`config.mk`:
```
export PLATFORM = sky130hd
export DESIGN_NAME = mul_booth_unit
export DESIGN_NICKNAME = d
export VERILOG_FILES = /design/src/rtl/mul_booth_unit.sv
export SDC_FILE = /design/constraint.sdc
export NUM_CORES = 1
export LEC_CHECK = 0
export CAP_MARGIN = 30
export CORE_MARGIN = 1.5
export CORE_UTILIZATION = 29
export CTS_CLUSTER_DIAMETER = 50
export DETAILED_ROUTE_END_ITERATION = 7
export PLACE_DENSITY = 0.52
export SLEW_MARGIN = 20
export SYNTH_ARGS = -nofsm -noshare
export SYNTH_HDL_FRONTEND = slang
export SYNTH_SLANG_ARGS = --single-unit
```
`constraint.sdc`:
```
create_clock -name clk -period 5.3 [get_ports clk]
set_input_delay 1.325 -clock clk [delete_from_list [all_inputs] [get_ports clk]]
set_output_delay 1.325 -clock clk [all_outputs]
set_load 0.01 [all_outputs]
```
`src/rtl/mul_booth_unit.sv`:
```
// Iterative radix-8 Booth multiplier for MUL/MULH/MULHSU/MULHU, tagged with ROB index and rd.
// Latency ITER+1 cycles (12 at XLEN=32); zero operand or illegal funct3 completes in 1 cycle.
// Result is held in DONE until o_ready; i_ready only in IDLE or when the held result drains.
module mul_booth_unit #(
  parameter int XLEN      = 32,
  parameter int ROB_IDX_W = 4,
  parameter int RD_W      = 7
) (
  input  logic                 clk,
  input  logic                 rst,
  input  logic                 flush,
  input  logic                 i_valid,
  output logic                 i_ready,
  input  logic [2:0]           i_funct3,
  input  logic [XLEN-1:0]      i_rs1,
  input  logic [XLEN-1:0]      i_rs2,
  input  logic [ROB_IDX_W-1:0] i_rob_idx,
  input  logic [RD_W-1:0]      i_rd,
  output logic                 o_valid,
  input  logic                 o_ready,
  output logic [XLEN-1:0]      o_data,
  output logic [ROB_IDX_W-1:0] o_rob_idx,
  output logic [RD_W-1:0]      o_rd,
  output logic                 idle
);

  // Booth steps: ceil((XLEN+1)/3); the multiplier register holds 3*ITER bits.
  localparam int ITER = (XLEN + 3) / 3;
  localparam int MW   = 3 * ITER;
  // Accumulator holds up to |acc + 4M| < 5*2^XLEN without overflow.
  localparam int AW   = XLEN + 4;
  localparam int PW   = AW + MW;
  localparam int CW   = $clog2(ITER);

  typedef enum logic [1:0] {
    IDLE = 2'd0,
    CALC = 2'd1,
    DONE = 2'd2
  } state_t;

  state_t                 r_state;
  state_t                 w_state_nxt;
  logic [CW-1:0]          r_cnt;
  logic [AW-1:0]          r_acc;
  logic [MW-1:0]          r_mlr;
  logic                   r_prev;
  logic [AW-1:0]          r_m;
  logic [AW-1:0]          r_m3;
  logic [2:0]             r_funct3;
  logic [ROB_IDX_W-1:0]   r_rob_idx;
  logic [RD_W-1:0]        r_rd;
  logic [XLEN-1:0]        r_data;

  logic                   w_issue;
  logic                   w_fast;
  logic                   w_last;
  logic                   w_s1;
  logic                   w_s2;
  logic [XLEN:0]          w_rs1_ext;
  logic [XLEN:0]          w_rs2_ext;
  logic [AW-1:0]          w_m_init;
  logic [AW-1:0]          w_m3_init;
  logic [MW-1:0]          w_mlr_init;
  logic [3:0]             w_sel;
  logic [AW-1:0]          w_mag;
  logic                   w_neg;
  logic [AW-1:0]          w_sum;
  logic [AW-1:0]          w_acc_nxt;
  logic [MW-1:0]          w_mlr_nxt;
  logic [PW-1:0]          w_prod;
  logic [XLEN-1:0]        w_res;
  logic                   w_unused;

  assign w_issue = i_valid && i_ready && !flush;
  // Either operand zero gives a zero product; funct3 1xx is not a multiply.
  assign w_fast  = (i_rs1 == '0) || (i_rs2 == '0) || i_funct3[2];
  assign w_last  = (r_cnt == CW'(ITER - 1));

  // rs1 signed unless MULHU; rs2 signed only for MUL/MULH.
  assign w_s1       = (i_funct3[1:0] != 2'b11);
  assign w_s2       = (i_funct3[1] == 1'b0);
  assign w_rs1_ext  = {w_s1 & i_rs1[XLEN-1], i_rs1};
  assign w_rs2_ext  = {w_s2 & i_rs2[XLEN-1], i_rs2};
  assign w_m_init   = AW'($signed(w_rs1_ext));
  assign w_m3_init  = w_m_init + {w_m_init[AW-2:0], 1'b0};
  assign w_mlr_init = MW'($signed(w_rs2_ext));

  // Radix-8 digit decode of {b[3i+2:3i], b[3i-1]} into magnitude and sign.
  assign w_sel = {r_mlr[2:0], r_prev};
  always_comb begin
    w_mag = '0;
    w_neg = 1'b0;
    case (w_sel)
      4'b0001, 4'b0010: w_mag = r_m;
      4'b0011, 4'b0100: w_mag = {r_m[AW-2:0], 1'b0};
      4'b0101, 4'b0110: w_mag = r_m3;
      4'b0111:          w_mag = {r_m[AW-3:0], 2'b00};
      4'b1000:          begin w_mag = {r_m[AW-3:0], 2'b00}; w_neg = 1'b1; end
      4'b1001, 4'b1010: begin w_mag = r_m3;                 w_neg = 1'b1; end
      4'b1011, 4'b1100: begin w_mag = {r_m[AW-2:0], 1'b0};  w_neg = 1'b1; end
      4'b1101, 4'b1110: begin w_mag = r_m;                  w_neg = 1'b1; end
      default:          begin w_mag = '0;                   w_neg = 1'b0; end
    endcase
  end

  // One step: add the digit multiple, then shift {acc, mlr} right by 3 arithmetically.
  assign w_sum     = w_neg ? (r_acc - w_mag) : (r_acc + w_mag);
  assign w_acc_nxt = $signed(w_sum) >>> 3;
  assign w_mlr_nxt = {w_sum[2:0], r_mlr[MW-1:3]};
  assign w_prod    = {w_acc_nxt, w_mlr_nxt};
  assign w_res     = (r_funct3[1:0] == 2'b00) ? w_prod[XLEN-1:0] : w_prod[2*XLEN-1:XLEN];
  assign w_unused  = ^{w_prod[PW-1:2*XLEN], r_funct3[2]};

  // Handshake and status outputs decoded from the registered state.
  always_comb begin
    i_ready = (r_state == IDLE) || ((r_state == DONE) && o_ready);
    o_valid = (r_state == DONE);
    idle    = (r_state == IDLE);
  end

  // Next-state logic; flush overrides every other event.
  always_comb begin
    w_state_nxt = r_state;
    case (r_state)
      IDLE:    if (w_issue) w_state_nxt = w_fast ? DONE : CALC;
      CALC:    if (w_last) w_state_nxt = DONE;
      DONE:    if (o_ready) w_state_nxt = w_issue ? (w_fast ? DONE : CALC) : IDLE;
      default: w_state_nxt = IDLE;
    endcase
    if (flush) w_state_nxt = IDLE;
  end

  // State register.
  always_ff @(posedge clk) begin
    if (!rst) r_state <= IDLE;
    else      r_state <= w_state_nxt;
  end

  // Operand capture at issue, Booth iteration in CALC, result register on completion.
  always_ff @(posedge clk) begin
    if (!rst) begin
      r_cnt     <= '0;
      r_acc     <= '0;
      r_mlr     <= '0;
      r_prev    <= 1'b0;
      r_m       <= '0;
      r_m3      <= '0;
      r_funct3  <= '0;
      r_rob_idx <= '0;
      r_rd      <= '0;
      r_data    <= '0;
    end else if (w_issue) begin
      r_funct3  <= i_funct3;
      r_rob_idx <= i_rob_idx;
      r_rd      <= i_rd;
      r_m       <= w_m_init;
      r_m3      <= w_m3_init;
      r_acc     <= '0;
      r_mlr     <= w_mlr_init;
      r_prev    <= 1'b0;
      r_cnt     <= '0;
      if (w_fast) r_data <= '0;
    end else if ((r_state == CALC) && !flush) begin
      r_acc  <= w_acc_nxt;
      r_mlr  <= w_mlr_nxt;
      r_prev <= r_mlr[2];
      r_cnt  <= r_cnt + 1'b1;
      if (w_last) r_data <= w_res;
    end
  end

  assign o_data    = r_data;
  assign o_rob_idx = r_rob_idx;
  assign o_rd      = r_rd;

endmodule
```
======== Yosys cells after proc, flatten, opt, wreduce, memory -nomap -nowiden ========
Index checks and enable logic that the tools add are counted.
operators by class
  bitwise gates (word level) .............. 4
  equality and inequality tests ........... 22
  reduce and logical (&&, ||, !) cells .... 23
  multiplexer cells ....................... 16
  $add $sub $neg .......................... 4
operators by type and width
  operator                                               number
  2-to-1 mux 32 bit                                      5
  one-hot mux 36 bit (4 select lines)                    1
  2-to-1 mux 33 bit                                      2
  logical NOT 32 bit                                     2
  adder 36 bit                                           1
  2-to-1 mux 36 bit                                      1
  subtractor 36 bit                                      1
  adder 33 x 34 -> 35 bit                                1
  equality test 4 bit, second input constant             8
  equality test 4 x 3 -> 1 bit, second input constant    4
  OR reduction 4 bit                                     3
  2-to-1 mux 2 bit                                       5
  equality test 4 x 2 -> 1 bit, second input constant    2
  OR reduction 7 bit                                     1
  inequality test 2 x 1 -> 1 bit, second input constant  3
  one-hot mux 2 bit (3 select lines)                     1
  AND reduction 3 bit                                    2
  OR reduction 2 bit                                     3
  adder 4 x 1 -> 4 bit, second input constant            1
  equality test 4 x 1 -> 1 bit, second input constant    1
  logical AND 1 bit                                      4
  logical NOT 2 bit                                      2
  inequality test 2 bit, second input constant           2
  nonzero test 2 bit                                     2
  7 further kinds                                        11
word-level totals
  word-level logic and storage cells ...... 80
  register bits ........................... 187
  output and inout port bits .............. 46
  input bits .............................. 83

======== Depth between registers and ports, before layout ========
Gate-level depths: netlist of the first run.
  depth in word-level cells ............... 9
  gate-level depth with buffers ........... 24
  gate-level depth less buffers ........... 19

======== Least setup slack after synthesis of the first run ========
OpenSTA, ideal clock, no wires.
  kind .................................... reg2reg
  start ................................... register r_mlr[1]
  end ..................................... register, netlist name r_acc[32]
  period minus slack after synthesis ...... 5.282 ns
  buffers on the path ..................... 2
  arrival ................................. 5.210 ns
  stages on the path, launching flop included .. 21
  required time ........................... 5.228 ns
  setup time .............................. 0.072 ns
  path slack .............................. 0.018 ns
  cell sequence ........................... dfxtp_1 -> buf_4 -> xor2_2 -> mux2_2 -> a222oi_1 -> and4_1 -> nand3_1 -> or3_4 -> o41ai_2 -> xor2_1 -> ha_1 -> clkbuf_1 -> a21o_1 -> a21oi_1 -> o21bai_1 -> a2111oi_0 -> a21boi_0 -> o41ai_1 -> or2_2 -> mux2i_1 -> mux2i_1
between the ends
  longest elaborated chain between the ends .. 5
  elaborated cells between the ends (all ways) .. 24
  classes of those cells .................. add/sub: 2; eq/ne: 14; mux: 3; reduce/logical: 5
ends and longest elaborated chain
  what                                                                line  text
  from (decl)                                                         45    logic [MW-1:0] r_mlr;
  from (signal assigned)                                              159   r_mlr <= w_mlr_init;
  from (signal assigned)                                              165   r_mlr <= w_mlr_nxt;
  equality test 4 bit (tied with other cells)                         93    case (w_sel)
  OR reduction 4 bit (no line) or OR reduction 2 bit (tied branches)  n/a
  one-hot mux 36 bit (4 select lines)                                 93
  adder 36 bit or subtractor 36 bit (tied branches)                   107   assign w_sum = w_neg ? (r_acc - w_mag) : (r_acc + w_mag);
  2-to-1 mux 36 bit (*)                                               107
Mark *: on every way between the ends. The rest lies on a longest branch, timed or not.
A chain may end at the register's enable or synchronous reset.

======== Final worst setup path of the first run ========
  start ................................... register r_mlr[2]
  end ..................................... register r_data[27] (netlist: o_data[27])
between the ends
  longest elaborated chain between the ends .. 9
  elaborated cells between the ends (all ways) .. 28
  classes of those cells .................. add/sub: 2; eq/ne: 14; mux: 7; reduce/logical: 5
ends and longest elaborated chain
  what                                                                line  text
  equality test 4 bit (tied with other cells)                         93
  OR reduction 4 bit (no line) or OR reduction 2 bit (tied branches)  n/a
  one-hot mux 36 bit (4 select lines)                                 93
  adder 36 bit or subtractor 36 bit (tied branches)                   107
  2-to-1 mux 36 bit (*)                                               107
  2-to-1 mux 32 bit (*)                                               111   assign w_res = (r_funct3[1:0] == 2'b00) ? w_prod[XLEN-1:0] : w_prod[2*XLEN-1:XLEN];
  2-to-1 mux 32 bit (*)                                               168   if (w_last) r_data <= w_res;
  2-to-1 mux 32 bit (*)                                               163   end else if ((r_state == CALC) && !flush) begin
  2-to-1 mux 32 bit (*)                                               152   end else if (w_issue) begin
  to (signal assigned)                                                168
  to (decl)                                                           52    logic [XLEN-1:0] r_data;
Mark *: on every way between the ends. The rest lies on a longest branch, timed or not. The select of a mux whose other input is x is not followed.

==> results_dict.tcl, run 1 <==
set metrics [dict create \
    die_w_um 212 \
    ys.warnings.count 0 \
    gp_congestion 0.919 \
    numCtsBuffers 17 \
    drt_iter0_drc 775 \
    tightest_slew_ns 0.761 \
    worst_setup_path_start_kind "flop" \
    cellPowerDensity_nw_per_um2 276 \
    vias 13100 \
    yosys_most_used_dff "dfxtp_1" \
    synth_seq_area_share_pct 29.0 \
    grt_pass1_wl_um 70400 \
    drcViolationCount 0 \
    design_area_sq_um 16500 \
    cpMostUsedCell "buf_4" \
    place_inst 2474 \
    p_leak_nw 6.51 \
    crit_slowest_cell "a222oi_1" \
    r2r-start "r_mlr[2]$_SDFFE_PN0P_" \
    clkTransAtPathRegs_ns 0.07 \
    synth_edf_count 0 \
    dp_hpwl_um 35200 \
    endpoint_kind "flop" \
    wl_um 45500 \
    finalSetupViolations 0 \
    coreArea_sq_um 43200 \
    syn_inst 1690 \
    grt.overflow.total 0 \
    grt_pass1_vias 12600 \
    antenna_left 0 \
    viasPerCell 5.22 \
    reg2reg_slack_ns 0.17 \
    layout_commonest_cell "nand2_1" \
    max-slew-margin-rel_pct 49.3 \
    syn_nets 1860 \
    grt_max_degree 74 \
    grt_use_total_pct 20.0 \
    cp_cell_sequence "buf_4 -> nor4b_1 -> or2_4 -> a222oi_1 -> and4_2 -> nand3_1 -> or3_4 -> o31ai_2 -> xor2_1 -> ha_1 -> and4_1 -> and2_1 -> buf_4 -> a32o_1 -> buf_4 -> o21ai_0 -> buf_4 -> nand4_1 -> a31oi_1 -> a21o_1" \
    antenna_found_initial 0 \
    synth_seq_cells 184 \
    io_pins 129 \
    fin_tns_setup_ns 0 \
    timing.final.crit_period_ns 5.13 \
    ir_drop_v 0.000220 \
    place_area_sq_um 15600 \
    cp_slowest_stage_delay_ns 0.46 \
    ctsRootBufferMaster "clkbuf_16" \
    critPathKind "reg2reg" \
    post_drt_wl_per_cell_um 18.1 \
    min_period_over_period_pct 96.8 \
    dieHeight_um 212 \
    synthDistinctLibCells 77 \
    drive_above_1_share_pct 14.5 \
    drtPass1Iterations 5 \
    die_area_sq_um 45100 \
    start_util_pct 29.4 \
    clk_latency_ns 0.47 \
    layout_common_cells "307 x nand2_1, 220 x a21oi_1, 182 x dfxtp_1" \
    crit_start "r_mlr[2]$_SDFFE_PN0P_" \
    clkSinkCount 184 \
    syn_area_sq_um 12700 \
    hp-start "o_data[25]$_SDFFE_PN0P_" \
    cts_htree_levels 4 \
    rsz0062_at_grt "true" \
    async_flop_share_pct 0 \
    arrival_ns 5.53 \
    num_antenna_cells 0 \
    fmax_mhz 195 \
    clockBufferDepth 2 \
    slew_violations 0 \
    hold_path_class "reg2reg" \
    critical_path_buf_inv_count 4 \
    outcome "complete, no violations" \
    finalNonFillerCells 2517 \
    cts_hold_buf 0 \
    finClkSkew_ns 0.0148 \
    avgSynthCellArea_sq_um 7.51 \
    crit_required_ns 5.71 \
    max_cap_violations 0 \
    crit_family "simple AND/OR/NAND/NOR gates" \
    path_max_fanout 10 \
    nNetsFinal 2089 \
    finalHoldViolations 0 \
    num_rows 76 \
    area_growth_pct 29.9 \
    tritoncts "yes" \
    portBuffers 128 \
]
[synth_stat cells, types with 20 or more instances]
cell type  count  share of area (%)
nand2_1      307                9.1
a21oi_1      222                8.7
dfxtp_1      184                 29
nor2_1        95                2.8
o21ai_0       89                3.5
ha_1          85                8.4
clkbuf_1      83                2.5
inv_1         60                1.8
xor2_1        46                3.2
xnor2_1       42                2.9
a22oi_1       40                2.4
a21o_1        27                1.6
mux2i_1       26                2.0
nand3_1       26                1.0
nor3_1        25               0.99
a31oi_1       22                1.1
nand4_1       20               0.99
[worst register-to-register path, delay by kind of cell, from the launching register on]
family | cells | cell delay, ns
xor gates and xnor gates | 1 | 0.25
DFF | 1 | 0.36
adders and majority gates | 1 | 0.30
and+or+nand+nor | 8 | 1.85
AOI/OAI and AO/OA | 6 | 1.68
buffers and inverters | 4 | 0.64
[layout make-up]
type / instances / area, sq um
clock buffer: 20 / 457
clock inverter: 12 / 161
fill: 4575 / 26700
inverter: 61 / 231
multi-input combinational: 1343 / 8540
sequential: 184 / 3690
tap: 585 / 732
timing repair buffer: 312 / 2690
[metrics by stage]
step | hold WS (ns) | setup slack, ns | util, % | power [mW]
after CTS | 0.440 | 0.0468 | 37.7 | 4.53
final | 0.435 | 0.171 | 38.2 | 4.55
after detailed placement | 0.431 | -0.172 | 36.2 | 3.14
after global routing | 0.455 | -0.0569 | 38.2 | 4.79
after global placement | 0.438 | 0.0268 | 36.1 | 3.14
after floorplan | 0.424 | 0.0183 | - | 2.44
[where the power goes]
group | switching [mW] | total, mW | internal, mW
combinational | 0.940 | 1.68 | 0.740
sequential | 0.0510 | 1.49 | 1.43
clock | 0.607 | 1.38 | 0.774
[cell families (layout without fill, tap and decap cells)]
family | count (synthesis) | after routing | share of synthesized area, %
mux | 33 | 33 | 2.67
xor+xnor | 90 | 91 | 6.33
simple gates | 584 | 584 | 20.9
flops | 184 | 184 | 29.0
fa+ha+maj | 87 | 87 | 8.69
buf+inv | 164 | 405 | 5.33
compound gates | 548 | 548 | 27.1
[what timing repair did]
item | CTS | global route
hold endpoints to repair | 0 | 0
pin swaps | 2 | 18
gates cloned | 0 | 1
setup endpoints to repair | 6 | 31
setup buffers | 2 | 8
gates resized for setup | 8 | 28
[registers in the layout (all words and copies together), names as in the netlist]
| name | cells |
|---|---|
| r_state | 2 |
| o_rob_idx | 4 |
| r_acc | 33 |
| o_data | 32 |
| r_m3 | 34 |
| r_prev | 1 |
| r_funct3 | 2 |
| r_cnt | 4 |
| o_rd | 7 |
| r_mlr | 33 |
| r_m | 32 |
[layer usage]
metal	part of all wire (%)	routed length, um	GRT usage (%)	up-vias
met5	0	0	0	-
met1	48	21700	27.2	6288
met3	3.5	1570	2.58	38
li1	-	-	-	6524
met2	47	21400	33.0	287
met4	1.9	847	5.53	0
[path summary, 6_finish.rpt]
| check | cells past startpoint | endpoint |
|---|---|---|
| max reg2reg | 20 | o_data[27]$_SDFFE_PN0P_ |
| max | 20 | o_data[27]$_SDFFE_PN0P_ |
| min | 2 | o_data[25]$_SDFFE_PN0P_ |
| min reg2reg | 2 | o_data[25]$_SDFFE_PN0P_ |
Note: power is estimated with default switching activity, not from simulation.
==> run 2, diff against run 1 <==
--- a/config.mk
+++ b/config.mk
@@ -7,10 +7,10 @@
 export LEC_CHECK = 0
 export CAP_MARGIN = 30
 export CORE_MARGIN = 1.5
-export CORE_UTILIZATION = 29
+export CORE_UTILIZATION = 25
 export CTS_CLUSTER_DIAMETER = 50
 export DETAILED_ROUTE_END_ITERATION = 7
-export PLACE_DENSITY = 0.52
+export PLACE_DENSITY = 0.47
 export SLEW_MARGIN = 20
 export SYNTH_ARGS = -nofsm -noshare
 export SYNTH_HDL_FRONTEND = slang
==> run 2 against run 1 <==
Core utilization down 4.9 points. First-iteration DRC count up 7.0%. Global-route usage down 2.0 points. Design area up 1.3%. Non-clock buffer count down 3. Final cell count up 3.3%. Hold slack better by 0.018 ns. Sequential power about the same. Critical path type unchanged. Largest power group unchanged.
==> results_dict.tcl, run 2 (same netlist as run 1, synthesis figures left out) <==
set metrics [dict create \
    outcome "complete, no violations" \
    vias 13200 \
    reg2reg_slack_ns 0.30 \
    tightest_slew_ns 0.938 \
    cp_slowest_stage_delay_ns 0.61 \
    antenna_found_initial 0 \
    dieHeight_um 228 \
    drtPass1Iterations 7 \
    die_area_sq_um 52200 \
    hold_path_class "reg2reg" \
    rsz0062_at_grt "true" \
    clkSinkCount 184 \
    fmax_mhz 200 \
    max-slew-margin-rel_pct 37.5 \
    finalSetupViolations 0 \
    grt.overflow.total 0 \
    finalNonFillerCells 2600 \
    ir_drop_v 0.000267 \
    cp_cell_sequence "xor2_4 -> buf_4 -> mux2_2 -> a222oi_1 -> and4_1 -> nand3_1 -> or3_4 -> o41ai_4 -> xor2_2 -> ha_1 -> buf_4 -> and3_1 -> a311oi_2 -> or2_2 -> a31oi_2 -> a21oi_1 -> or4b_2 -> a31oi_1" \
    grt_max_degree 69 \
    layout_commonest_cell "nand2_1" \
    gp_congestion 0.908 \
    crit_slowest_cell "or4b_2" \
    min_period_over_period_pct 94.4 \
    critPathKind "reg2reg" \
    cpMostUsedCell "buf_4" \
    clk_latency_ns 0.48 \
    antenna_left 0 \
    coreArea_sq_um 50200 \
    max_cap_violations 0 \
    cts_htree_levels 4 \
    grt_use_total_pct 18.0 \
    endpoint_kind "flop" \
    drt_iter0_drc 829 \
    finClkSkew_ns 0.0178 \
    grt_pass1_wl_um 74500 \
    viasPerCell 5.07 \
    finalWorstSetupSlack_ns 0.297 \
    clockBufferDepth 2 \
    finalHoldViolations 0 \
    die_w_um 228 \
    place_inst 2556 \
    nNetsFinal 2085 \
    wl_um 47300 \
    largest_reg_flops 34 \
    worst_setup_path_start_kind "flop" \
    drcViolationCount 0 \
    start_util_pct 25.3 \
    arrival_ns 5.40 \
    largestRegisters "r_m3: 34 flops, r_acc: 33 flops, r_mlr: 33 flops" \
    pre_cts_slack_ns -0.239 \
    num_rows 82 \
    slew_violations 0 \
    path_max_fanout 7 \
    regMostFlops "r_m3" \
    num_antenna_cells 0 \
    layout_common_cells "307 x nand2_1, 218 x a21oi_1, 182 x dfxtp_1" \
    p_leak_nw 6.50 \
    drive_above_1_share_pct 15.3 \
    portBuffers 128 \
    cellPowerDensity_nw_per_um2 273 \
    post_drt_wl_per_cell_um 18.2 \
    grt_pass1_vias 12900 \
    hold_ws_ns 0.453 \
    tritoncts "yes" \
    crit_required_ns 5.70 \
    clkTransAtPathRegs_ns 0.09 \
    io_pins 129 \
    area_growth_pct 31.6 \
    ctsRootBufferMaster "clkbuf_16" \
    fin_tns_setup_ns 0 \
    numCtsBuffers 17 \
    timing.final.crit_period_ns 5.00 \
    dp_hpwl_um 36700 \
]
==> run 2: changes by cell type in the layout (fill, tap and decap cells not counted), sizes merged <==
cell | before | now
clkinv | 3 | 4
inv | 65 | 64
buf | 184 | 180
clkbuf | 20 | 19
clkinvlp | 2 | 4
xnor2 | 44 | 43
==> run 2: worst paths after layout <==
| path | startpoint | endpoint | cells after the start |
|---|---|---|---|
| setup / recovery | r_mlr[1]$_SDFFE_PN0P_ | r_acc[31]$_SDFFE_PP0P_ | 18 |
| setup reg to reg | r_mlr[1]$_SDFFE_PN0P_ | r_acc[31]$_SDFFE_PP0P_ | 18 |
| hold reg to reg | o_data[15]$_SDFFE_PN0P_ | o_data[15]$_SDFFE_PN0P_ | 2 |
| hold / removal | o_data[15]$_SDFFE_PN0P_ | o_data[15]$_SDFFE_PN0P_ | 2 |
==> run 2: timing repair <==
item / in CTS / in global routing
setup buffers: 0 / 11
gates cloned: 0 / 1
hold endpoints to repair: 0 / 0
endpoints found under the setup margin: 5 / 30
pin swaps: 2 / 29
hold buffers: 0 / 0
resized for setup: 6 / 58
==> run 2: critical path, delay by kind of cell (launching register included) <==
family	cells	cell delay, ns
mux	1	0.32
flops	1	0.41
xor+xnor	2	0.32
buf+inv	2	0.28
fa+ha+maj	1	0.32
compound gates	6	1.27
simple gates	6	2.02
==> run 2: stage by stage <==
stage                     instance area [sq um]  util, %  power (mW)
final                                     16700     33.3        4.56
after global routing                      16700     33.3        4.81
after CTS                                 16300     32.5        4.52
after detailed placement                  15700     31.3        3.11
after global placement                    15700     31.3        3.10
after floorplan                           12700        -        2.44
==> run 2: cell type report <==
| class | instances | area, sq um |
|---|---|---|
| fillers | 5420 | 33500 |
| multi-input cells | 1342 | 8660 |
| flip-flops and latches | 184 | 3690 |
| repair buffers | 309 | 2680 |
| well taps | 672 | 841 |
| clock buffers | 18 | 439 |
| inverters | 61 | 231 |
| clock inverters | 14 | 173 |
==> run 2: report_power, final <==
part	internal [mW]	switching, mW
clock	0.758	0.629
sequential	1.43	0.0506
combinational	0.736	0.950
==> run 2: metal layers <==
| layer | GRT usage (%) | share of wire [%] | up-vias |
|---|---|---|---|
| met1 | 23.9 | 47 | 6347 |
| li1 | - | - | 6515 |
| met2 | 30.3 | 47 | 272 |
| met4 | 5.36 | 2.0 | 0 |
| met3 | 2.17 | 3.3 | 51 |
| met5 | 0 | 0 | - |
==> run 3, diff against run 2 <==
--- a/config.mk
+++ b/config.mk
@@ -10,6 +10,7 @@
 export CORE_UTILIZATION = 25
 export CTS_CLUSTER_DIAMETER = 50
 export DETAILED_ROUTE_END_ITERATION = 7
+export HOLD_SLACK_MARGIN = 0.15
 export PLACE_DENSITY = 0.47
 export SLEW_MARGIN = 20
 export SYNTH_ARGS = -nofsm -noshare
==> results of run 3 <==
The final DEF is identical to that of run 2; final timing and power are the same.
==> RTL change 1 (settings of run 1) <==
Set the parameter `XLEN` to 16 (it was 32). Comments in the files are not updated.
--- a/src/rtl/mul_booth_unit.sv
+++ b/src/rtl/mul_booth_unit.sv
@@ -3,5 +3,5 @@
 // Result is held in DONE until o_ready; i_ready only in IDLE or when the held result drains.
 module mul_booth_unit #(
-  parameter int XLEN      = 32,
+  parameter int XLEN      = 16,
   parameter int ROB_IDX_W = 4,
   parameter int RD_W      = 7
Ports: changed (resized i_rs1, i_rs2 and o_data); port bits go from 129 to 81. The function was not compared with the original's and may differ.
==> RTL change 1 against run 1 <==
  * Synthesized cell count shrank 46%
  * Worst setup slack gained 0.31 ns
  * Critical path depth shrank 1
  * Routed wire length shrank 54%
  * Sequential cell count shrank 80
  * Fmax grew 6.4%
  * Synthesized area shrank 44%
  * Worst hold slack gained 0.024 ns
  * Non-clock buffer count shrank 214
  * Final area shrank 48%
  * Count of clock-buffer cells in the layout shrank 10
  * Power shrank 51%
  * Largest power group is now sequential cells
  * Highest routed layer unchanged
==> RTL change 1: results (changes against run 1) <==
* Status: complete, no violations (unchanged)
* Syn Nets at 1,019 (was 1,860)
* Worst path slowest cell: or3_1 (was a222oi_1)
* Tot GR Track Use at 16.88% (was 20.00%)
* Worst Setup SP: r_mlr[1] (was r_mlr[2])
* Compound-cell area share of the yosys netlist at 26.78% (was 27.12%)
* Resized cells post-CTS at 0 (was 8)
* H-tree lvl count at 3 (was 4)
* Adder-cell share of the synthesized area at 8.504% (was 8.690%)
* Critical Path Max Stage Delay at 0.50 ns (was 0.46 ns)
* Multiplexer area fraction after synthesis at 2.964% (was 2.670%)
* VDD IR-drop max at 158.2 uV (was 220.4 uV)
* Routed vias/inst at 5.043 (was 5.219)
* Synth Instances at 921 (was 1,690)
* RD Place Congestion at 0.8570 (was 0.9186)
* Sequential share of the synthesized area at 29.36% (was 29.00%)
* Hpwl dp at 15.74 mm (was 35.21 mm)
* Final Skew at 0.01093 ns (was 0.01480 ns)
* R2R depth at 19 (was 20)
* Fraction of layout cells with a size suffix above 1 at 5.010% (was 14.49%)
* Post-synth cell types at 60 (was 77)
* Number of buffers created by CTS at 9 (was 17)
* Biggest regs: r_m3 x18, r_mlr x18, r_acc x17 (was r_m3 x34, r_acc x33, r_mlr x33)
* Rel. slew slack at 50.55% (was 49.28%)
* R2R Setup Slk at 0.48 ns (was 0.17 ns)
* First-pass GRT wire length at 34.45 mm (was 70.41 mm)
* Post-Route WL at 20.91 mm (was 45.49 mm)
* Post-CTS Setup Repair Bufs at 0 (was 2)
* Fin nets at 1,071 (was 2,089)
* # port buffers at 80 (was 128)
* Vias in the first global route at 6,405 (was 12,577)
* Arrival @ worst endpoint at 5.12 ns (was 5.53 ns)
* Area contributors post-synth: dfxtp_1 (29%), nand2_1 (9.6%), ha_1 (7.9%) (was dfxtp_1 (29%), nand2_1 (9.1%), a21oi_1 (8.7%))
[RTL change 1: how the worst min path moves through the flow]
stage	slack [ns]	to
6_report	0.46	r_acc[0]
5_1_grt	0.49	r_acc[4]
4_1_cts	0.46	r_acc[0]
3_5_place_dp	0.45	r_acc[0]
3_3_place_gp	0.45	r_acc[0]
2_1_floorplan	0.42	r_m3[14]
[RTL change 1: area by class of cell]
cell class | instances | area, um^2
flip-flops and latches | 104 | 2082
well taps | 324 | 405.4
repair buffers | 98 | 934.6
clock buffers | 10 | 239.0
clock inverters | 6 | 90.09
multi-input cells | 730 | 4688
inverters | 30 | 112.6
fillers | 2572 | 15630
[RTL change 1: tightest hold or removal path, cell delays in order (launching register included)]
cell and delay, ns:
dfxtp_1 0.31, nand2_1 0.05, a21oi_1 0.05
[RTL change 1: power by group]
part / internal, mW / switching [mW] / total, mW / leakage (nW)
Sequential: 0.810 / 0.0348 / 0.845 / 0.846
Combinational: 0.262 / 0.342 / 0.604 / 2.28
Clock: 0.429 / 0.328 / 0.757 / 0.159
Total: 1.50 / 0.704 / 2.21 / 3.29
[RTL change 1: cell families (layout without fill, tap and decap cells)]
kind of cell               count (synthesis)  in the layout
AOI/OAI and AO/OA                        286            286
xor gates and xnor gates                  49             49
adders and majority gates                 47             47
buffers and inverters                     87            144
DFF                                      104            104
muxes                                     21             21
and+or+nand+nor                          327            327
[RTL change 1: metal layers]
| metal | GRT usage [%] | wire [um] |
|---|---|---|
| met1 | 23.97 | 10510 |
| met2 | 26.32 | 9294 |
| met3 | 2.917 | 875 |
| met4 | 4.288 | 236 |
| met5 | 0 | 0 |
[RTL change 1: metrics by stage]
| step | util (%) | worst slack, ns | hold WS [ns] | instance area [um^2] |
|---|---|---|---|---|
| 6_report | 35.37 | 0.4819 | 0.4589 | 8552 |
| 5_1_grt | 35.37 | 0.04785 | 0.4893 | 8552 |
| 4_1_cts | 35.26 | 0.2415 | 0.4600 | 8524 |
| 3_5_place_dp | 33.90 | 0.2756 | 0.4496 | 8195 |
| 3_3_place_gp | 33.90 | 0.3116 | 0.4470 | 8195 |
| 2_1_floorplan | - | 0.7898 | 0.4187 | 7092 |
==> RTL change 2 (settings of run 1) <==
Without the edit above. Encoding of `state_t`: now one-hot (3 bits for 3 states).
--- a/src/rtl/mul_booth_unit.sv
+++ b/src/rtl/mul_booth_unit.sv
@@ -33,8 +33,8 @@
   localparam int CW   = $clog2(ITER);
 
-  typedef enum logic [1:0] {
-    IDLE = 2'd0,
-    CALC = 2'd1,
-    DONE = 2'd2
+  typedef enum logic [2:0] {
+    IDLE = 3'b001,
+    CALC = 3'b010,
+    DONE = 3'b100
   } state_t;
 
Check against the original RTL: no difference found for any inputs over 4 cycles, from zero or initial values and one cycle with rst low; so few cycles prove little.
==> RTL change 2 against run 1 <==
  * Synthesized area increased by 0.72%
  * Routed wire length decreased by 8.3%
  * First-iteration DRC count increased by 21%
  * Synthesized cell count increased by 0.36%
  * Sequential cell count increased by 1
  * Worst setup slack improved by 0.048 ns
  * Count of clock-buffer cells in the layout increased by 1
  * Core utilization decreased by 1.9 points
  * Final area decreased by 4.7%
  * Sequential share of layout area increased by 1.2 points
  * Power decreased by 8.2%
  * Critical path type unchanged
  * Largest power group is now sequential cells
  * Highest routed layer is now met5
==> RTL change 2: results (changes against run 1) <==
* Sequential share of the synthesized area at 28.95% (was 29.00%)
* R2R depth at 17 (was 20)
* Flop pwr share at 35.6% (was 32.7%)
* Critical Path Max Stage Delay at 0.58 ns (was 0.46 ns)
* Post-CTS Setup Repair Bufs at 0 (was 2)
* R2R Setup Slk at 0.22 ns (was 0.17 ns)
* Hold Startpoint: o_data[7] (was o_data[25])
* Fillers at 4,570 (was 4,575)
* Clk power at 1.30 mW (was 1.38 mW)
* DRT iter0 DRCs at 935 (was 775)
* Post-Route WL at 41.72 mm (was 45.49 mm)
* Resized cells post-CTS at 3 (was 8)
* Fraction of layout cells with a size suffix above 1 at 8.962% (was 14.49%)
* Final Skew at 0.007792 ns (was 0.01480 ns)
* Worst path slowest cell: or4_4 (was a222oi_1)
* Worst Max-Slew Pin Slew at 0.9414 ns (was 0.7607 ns)
* Worst r2r dst: r_acc[26] (was o_data[27])
* Design Power at 4.173 mW (was 4.546 mW)
* Vias in the first global route at 12,125 (was 12,577)
* WHS Endpoint: o_data[7] (was o_data[25])
* Adder-cell share of the synthesized area at 8.628% (was 8.690%)
* Routed vias/inst at 5.204 (was 5.219)
* Initial antenna violation count at 1 (was 0)
* Net Sw Power at 1.435 mW (was 1.599 mW)
* Placed cell area at 14,990 um^2 (was 15,610 um^2)
* Syn Nets at 1,866 (was 1,860)
* Fin nets at 1,988 (was 2,089)
* Hpwl dp at 31.76 mm (was 35.21 mm)
* Arrival @ worst endpoint at 5.46 ns (was 5.53 ns)
* Multiplexer area fraction after synthesis at 3.111% (was 2.670%)
* Post-synth cell types at 80 (was 77)
* Largest net degree at the start of global routing at 86 (was 74)
* Layout Cells excl Fill at 2,415 (was 2,517)
* RD Place Congestion at 0.8753 (was 0.9186)
* Tot GR Track Use at 18.46% (was 20.00%)
* Status: complete, no violations (unchanged)
* CP Max Fanout at 8 (was 10)
* First-pass GRT wire length at 66.05 mm (was 70.41 mm)
* Xor/xnor share of the synthesized area at 5.967% (was 6.325%)
* HP Class: reg -> reg (unchanged)
* Post-synth top cells: nand2_1 (284), a21oi_1 (222), dfxtp_1 (185), o21ai_0 (108), nor2_1 (98) (was nand2_1 (307), a21oi_1 (222), dfxtp_1 (184), nor2_1 (95), o21ai_0 (89))
* VDD IR-drop max at 261.5 uV (was 220.4 uV)
## RTL change 2: changes by cell type in the layout (fill, tap and decap cells not counted), sizes merged, moves of 7 or more
cell / before / now
buf: 184 / 79
a31oi: 22 / 15
o221ai: 14 / 1
mux2i: 26 / 33
inv: 65 / 55
o21ai: 90 / 108
o211ai: 15 / 30
nand2b: 17 / 10
or3: 10 / 18
nand2: 307 / 284
## RTL change 2: per-layer routing
layer | track usage (%) | part of all wire [%] | up-vias
li1 | - | - | 6333
met3 | 2.603 | 4.3 | 48
met5 | 0 | 0.031 | -
met2 | 28.87 | 44 | 288
met4 | 5.038 | 1.6 | 2
met1 | 26.32 | 50 | 5897
## RTL change 2: final cells by class
type	count	area, um^2	share of cell area, %
clock buffer	21	460.4	2.928
timing repair buffer	207	1907	12.13
clock inverter	10	117.6	0.7479
sequential	185	3709	23.58
multi-input combinational	1354	8598	54.68
inverter	53	201.4	1.281
tap	585	732.0	4.655
